**src/rtl/mem_arb_pkg.sv**
```systemverilog
// Shared definitions for the unified-memory arbiter: load/store access
// encodings understood by both the decoder and the memory, plus arbiter states.
package mem_arb_pkg;

  localparam logic [3:0] LS_W  = 4'b0000;
  localparam logic [3:0] LS_H  = 4'b1000;
  localparam logic [3:0] LS_B  = 4'b0100;
  localparam logic [3:0] LS_HU = 4'b0010;
  localparam logic [3:0] LS_BU = 4'b0001;

  typedef enum logic [1:0] {
    IDLE   = 2'd0,
    BUSY_I = 2'd1,
    BUSY_D = 2'd2
  } arb_state_e;

endpackage

```
**src/rtl/mem_wdog.sv**
```systemverilog
// Busy-cycle watchdog: expire rises during the TIMEOUT-th consecutive
// enabled cycle since the last clear.
module mem_wdog #(
  parameter int TIMEOUT = 16
) (
  input  logic clk,
  input  logic rst,
  input  logic clr,
  input  logic en,
  output logic expire
);

  localparam int CW = $clog2(TIMEOUT);

  logic [CW-1:0] count;

  always_ff @(posedge clk or posedge rst) begin
    if (rst) begin
      count <= '0;
    end else if (clr) begin
      count <= '0;
    end else if (en) begin
      count <= count + CW'(1);
    end
  end

  assign expire = en && (count == CW'(TIMEOUT - 1));

endmodule

```
**src/rtl/mem_arbiter.sv**
```systemverilog
// Single-port memory arbiter between fetch and data stages; data has fixed
// priority, flushed fetches are discarded, and stuck accesses are aborted.
module mem_arbiter
  import mem_arb_pkg::*;
#(
  parameter int AW      = 32,
  parameter int DW      = 32,
  parameter int TIMEOUT = 16
) (
  input  logic          clk,
  input  logic          rst,
  input  logic          i_req,
  input  logic [AW-1:0] i_addr,
  input  logic          i_flush,
  output logic          i_ack,
  output logic [DW-1:0] i_rdata,
  input  logic          d_req,
  input  logic          d_we,
  input  logic [3:0]    d_ls,
  input  logic [AW-1:0] d_addr,
  input  logic [DW-1:0] d_wdata,
  output logic          d_ack,
  output logic [DW-1:0] d_rdata,
  output logic          mem_req,
  output logic          mem_we,
  output logic [3:0]    mem_ls,
  output logic [AW-1:0] mem_addr,
  output logic [DW-1:0] mem_wdata,
  input  logic [DW-1:0] mem_rdata,
  input  logic          mem_ready,
  output logic          stall_if,
  output logic          stall_mem,
  output logic          err
);

  arb_state_e    state, next_state;
  logic [AW-1:0] addr_q;
  logic [DW-1:0] wdata_q;
  logic          we_q;
  logic [3:0]    ls_q;
  logic          discard;
  logic          expire;
  logic          done;
  logic          pend_i, pend_d;
  logic          grant_i, grant_d;
  logic [DW-1:0] rdata_sel;

  // A requester whose ack is showing this cycle still holds req high; masking
  // it keeps the same transaction from being served twice.
  assign pend_d    = d_req & ~d_ack;
  assign pend_i    = i_req & ~i_ack & ~i_flush;
  assign done      = (state != IDLE) & (mem_ready | expire);
  assign rdata_sel = mem_ready ? mem_rdata : '0;

  mem_wdog #(.TIMEOUT(TIMEOUT)) u_wdog (
    .clk    (clk),
    .rst    (rst),
    .clr    (done | (state == IDLE)),
    .en     (state != IDLE),
    .expire (expire)
  );

  always_comb begin
    next_state = state;
    grant_i    = 1'b0;
    grant_d    = 1'b0;
    case (state)
      IDLE: begin
        if (pend_d) grant_d = 1'b1;
        else if (pend_i) grant_i = 1'b1;
      end
      BUSY_I: begin
        if (done) begin
          if (pend_d) grant_d = 1'b1;
          else next_state = IDLE;
        end
      end
      BUSY_D: begin
        if (done) begin
          if (pend_i) grant_i = 1'b1;
          else next_state = IDLE;
        end
      end
      default: next_state = IDLE;
    endcase
    if (grant_d) next_state = BUSY_D;
    else if (grant_i) next_state = BUSY_I;
  end

  always_ff @(posedge clk or posedge rst) begin
    if (rst) state <= IDLE;
    else state <= next_state;
  end

  always_ff @(posedge clk or posedge rst) begin
    if (rst) begin
      addr_q  <= '0;
      wdata_q <= '0;
      we_q    <= 1'b0;
      ls_q    <= LS_W;
    end else if (grant_d) begin
      addr_q  <= d_addr;
      wdata_q <= d_wdata;
      we_q    <= d_we;
      ls_q    <= d_ls;
    end else if (grant_i) begin
      addr_q  <= i_addr;
      wdata_q <= '0;
      we_q    <= 1'b0;
      ls_q    <= LS_W;
    end
  end

  // A flush seen on the completion edge itself also discards the fetch.
  always_ff @(posedge clk or posedge rst) begin
    if (rst) begin
      i_ack   <= 1'b0;
      d_ack   <= 1'b0;
      i_rdata <= '0;
      d_rdata <= '0;
      err     <= 1'b0;
      discard <= 1'b0;
    end else begin
      i_ack <= 1'b0;
      d_ack <= 1'b0;
      if ((state == BUSY_I) && i_flush) discard <= 1'b1;
      if (done) begin
        discard <= 1'b0;
        if (state == BUSY_D) begin
          d_ack   <= 1'b1;
          d_rdata <= rdata_sel;
        end else if (!(discard | i_flush)) begin
          i_ack   <= 1'b1;
          i_rdata <= rdata_sel;
        end
        if (!mem_ready) err <= 1'b1;
      end
    end
  end

  assign mem_req   = (state != IDLE);
  assign mem_we    = (state == BUSY_D) & we_q;
  assign mem_ls    = (state == BUSY_D) ? ls_q : LS_W;
  assign mem_addr  = addr_q;
  assign mem_wdata = wdata_q;
  assign stall_if  = i_req & ~i_ack;
  assign stall_mem = d_req & ~d_ack;

endmodule

```
**config.mk**
```make
export PLATFORM = sky130hd
export DESIGN_NAME = mem_arbiter
export DESIGN_NICKNAME = d
export VERILOG_FILES = /design/src/rtl/mem_arb_pkg.sv /design/src/rtl/mem_wdog.sv /design/src/rtl/mem_arbiter.sv
export SDC_FILE = /design/constraint.sdc
export NUM_CORES = 1
export LEC_CHECK = 0
export ABC_AREA = 1
export BUFFER_PORTS_ARGS = -buffer_cell sky130_fd_sc_hd__buf_2
export CAP_MARGIN = 20
export CORE_ASPECT_RATIO = 0.9
export CORE_UTILIZATION = 43
export DETAILED_ROUTE_END_ITERATION = 6
export GPL_ROUTABILITY_DRIVEN = 0
export HOLD_SLACK_MARGIN = 0.06
export PLACE_DENSITY = 0.84
export SLEW_MARGIN = 40
export SYNTH_ARGS = -nofsm -noshare
export SYNTH_HDL_FRONTEND = slang
export SYNTH_SLANG_ARGS = --single-unit
```
**constraint.sdc**
```tcl
create_clock -name clk -period 4.98 [get_ports clk]
set_input_delay 0.996 -clock clk [delete_from_list [all_inputs] [get_ports clk]]
set_output_delay 0.996 -clock clk [all_outputs]
set_load 0.03 [all_outputs]
```
==> metrics <==
ys async rst share 100%; Post-CTS Setup Inserts 0; DRT Wirelength 17400 µm; CP Class input pin to register; Top Ports 278; cells taking the most area after synthesis dfrtp_1, nand2_1, nand4_1, o21ai_1, nand3_1; HP Start u_wdog.count[0]; Synth top cells by count nand2_1, dfrtp_1, o21ai_1, nand4_1, nand3_1; Lkg Pwr 0.00451 µW; Hold Path Class register to register; Hold Fails Final Rpt 0; H-tree levels 4; mapped cell area 6190 µm²; Critical Path Sink Type register; DP HPWL 11400 µm; clk slew on worst S/H paths 60 ps; power per cell area 750 nW/µm²; die width 128 µm; dpl cells 1141; Initial Util 44.0%; skew final 12.3 ps; Via density 5.12; Post-CTS Hold Buffers 0; NetSw 2910 µW; CTS tree done; combinational power share 47.8%; global-route wire length before repair 27300 µm; DR WL/cell 14.8 µm; CP max FO 69; top_reg_cell synth dfrtp_1; VDD IR max 0.375 mV; sequential share of power 32.6%; Worst Max-Slew Pin Slew 755 ps; Crit. Startpoint mem_ready; Most Crowded Layer GR met2; vias in the first global route 5577; Antenna diodes 0; Post-CTS Resized 0; clock network fraction of design power 19.7%; Max clock buf depth 2; largest net degree at the start of global routing 114; row count 41; crit path launch type input pin; met2 Track Usage GR 38.0%; gr usage total 23.4%; routed via count 6006; Post-synth EDFFs 0; GR Util met3 5.31%; Sw Ratio 47.2%; total negative slack 0 ps; flops & latches, synth 143; hold_ws 465 ps; largest area contributor in the synthesized netlist dfrtp_1; Worst EP arrival 3740 ps; CTS Buf Count 17; full die area 14900 µm²; clk root buf clkbuf_16; RSZ-0062 raised after global routing false; drt drc 0; DRT iter0 DRCs 487; internal power 3250 µW; final setup fails 0; status complete, no violations; Max Cap Viol 0; Max Freq 294 MHz; Antenna Violating Nets Remaining 0; layout cells sized above 1 33.5%; PnR worst setup slack 1580 ps; Unique masters post-synth 25; Area Overhead vs Synth 32.7%; fill cell total of the finished layout 1285; clk sink count 143; Final Instance Count excl. Fillers 1173; count leader, synth nand2_1; PortBufs 277; utilization of the core after routing 58.4%; Max-slew headroom 49.6%; met1 Use GR 31.0%; final period utilization 68.3%; sequential area share after synthesis 57.8%; Core Region 14100 µm²; Post-Syn Area per Cell 8.56 µm²; min Tclk post-route 3400 ps; DR pass1 iterations 4; nets 1107; Vert. Die Dim 116 µm; synthesized netlist cell count 723; Net Count, Synth 863; Setup WS pre-CTS 1170 ps; share of the synthesized area in the top cell type 57.8%; initial antenna violation count 0; WP data required 5310 ps; clk_lat worst skew 410 ps; total grt overflow 0; Yosys warnings 0; Worst R2R Start u_wdog.count[0]; max-slew violations 0
power by group through the flow:
stage	clock, µW	combinational, µW	sequential (µW)
floorplan	0	1070	3010
global placement	0	2900	1990
detailed placement	0	2960	2010
CTS	1230	2960	2000
global route	1280	3200	2070
finish	1210	2940	2010
per-stage QoR:
step	instance area [µm²]	total power (µW)
global placement	7630	4890
global route	8210	6550
detailed placement	7640	4970
floorplan	6190	4080
finish	8210	6160
CTS	8210	6200
final timing paths:
check                                       end  slack [ps]  cells after the start
worst max-delay path                mem_addr[9]        1580                      9
worst min-delay path            u_wdog.count[0]         460                      1
worst max register to register      mem_addr[9]        1860                     11
worst min register to register  u_wdog.count[0]         460                      1
max in group asynchronous          mem_wdata[8]        3420                      3
min in group asynchronous           d_rdata[10]         650                      2
worst max-delay path, stage by stage:
cell and delay (ps):
buf_2 330, inv_2 180, nand3_2 590, nand2_4 620, buf_4 650, nand2_1 100, nand2_1 100, nand2_1 60
nand2_1 80
placed cells by master, fill, tap and decap left out, drive strengths merged, types with 2 or more instances in the layout:
cell,instances
nand3,40
nor2,14
nand4,70
or2,2
inv,19
nand2,272
dfrtp,143
clkinvlp,3
o21ai,96
nor3,2
clkinv,4
clkbuf,24
a21oi,3
buf,283
per-layer routing:
layer	vias up	routed length [µm]	part of all wire, %
li1	2914	-	-
met1	2824	7380	42
met2	237	8660	50
met3	31	955	5.5
met4	0	395	2.3
met5	-	0	0
state kept, by name, indices dropped and copies added (netlist names):
name / flops
d_rdata: 32
i_rdata: 32
mem_addr: 32
mem_wdata: 32
ls_q: 4
u_wdog.count: 4
state: 2
d_ack: 1
discard: 1
err: 1
i_ack: 1
we_q: 1
logic make-up (layout without fill, tap and decap cells):
family	count (synthesis)	in the layout	share of synthesized area [%]
and+or+nand+nor	400	400	28.3
adders and majority gates	1	1	0.202
DFF	143	143	57.8
xor gates and xnor gates	1	1	0.141
buffers and inverters	77	334	5.25
AOI/OAI and AO/OA	101	101	8.31
final cells by class:
type,count,area (µm²),area share (%)
clock inverter,8,80.1,0.975
multi-input combinational,503,2300,28.1
clock buffer,24,492,5.99
sequential,143,3580,43.6
tap,193,241,2.94
inverter,19,86.3,1.05
timing repair buffer,283,1430,17.4
Power figures use the tool's default switching activity.
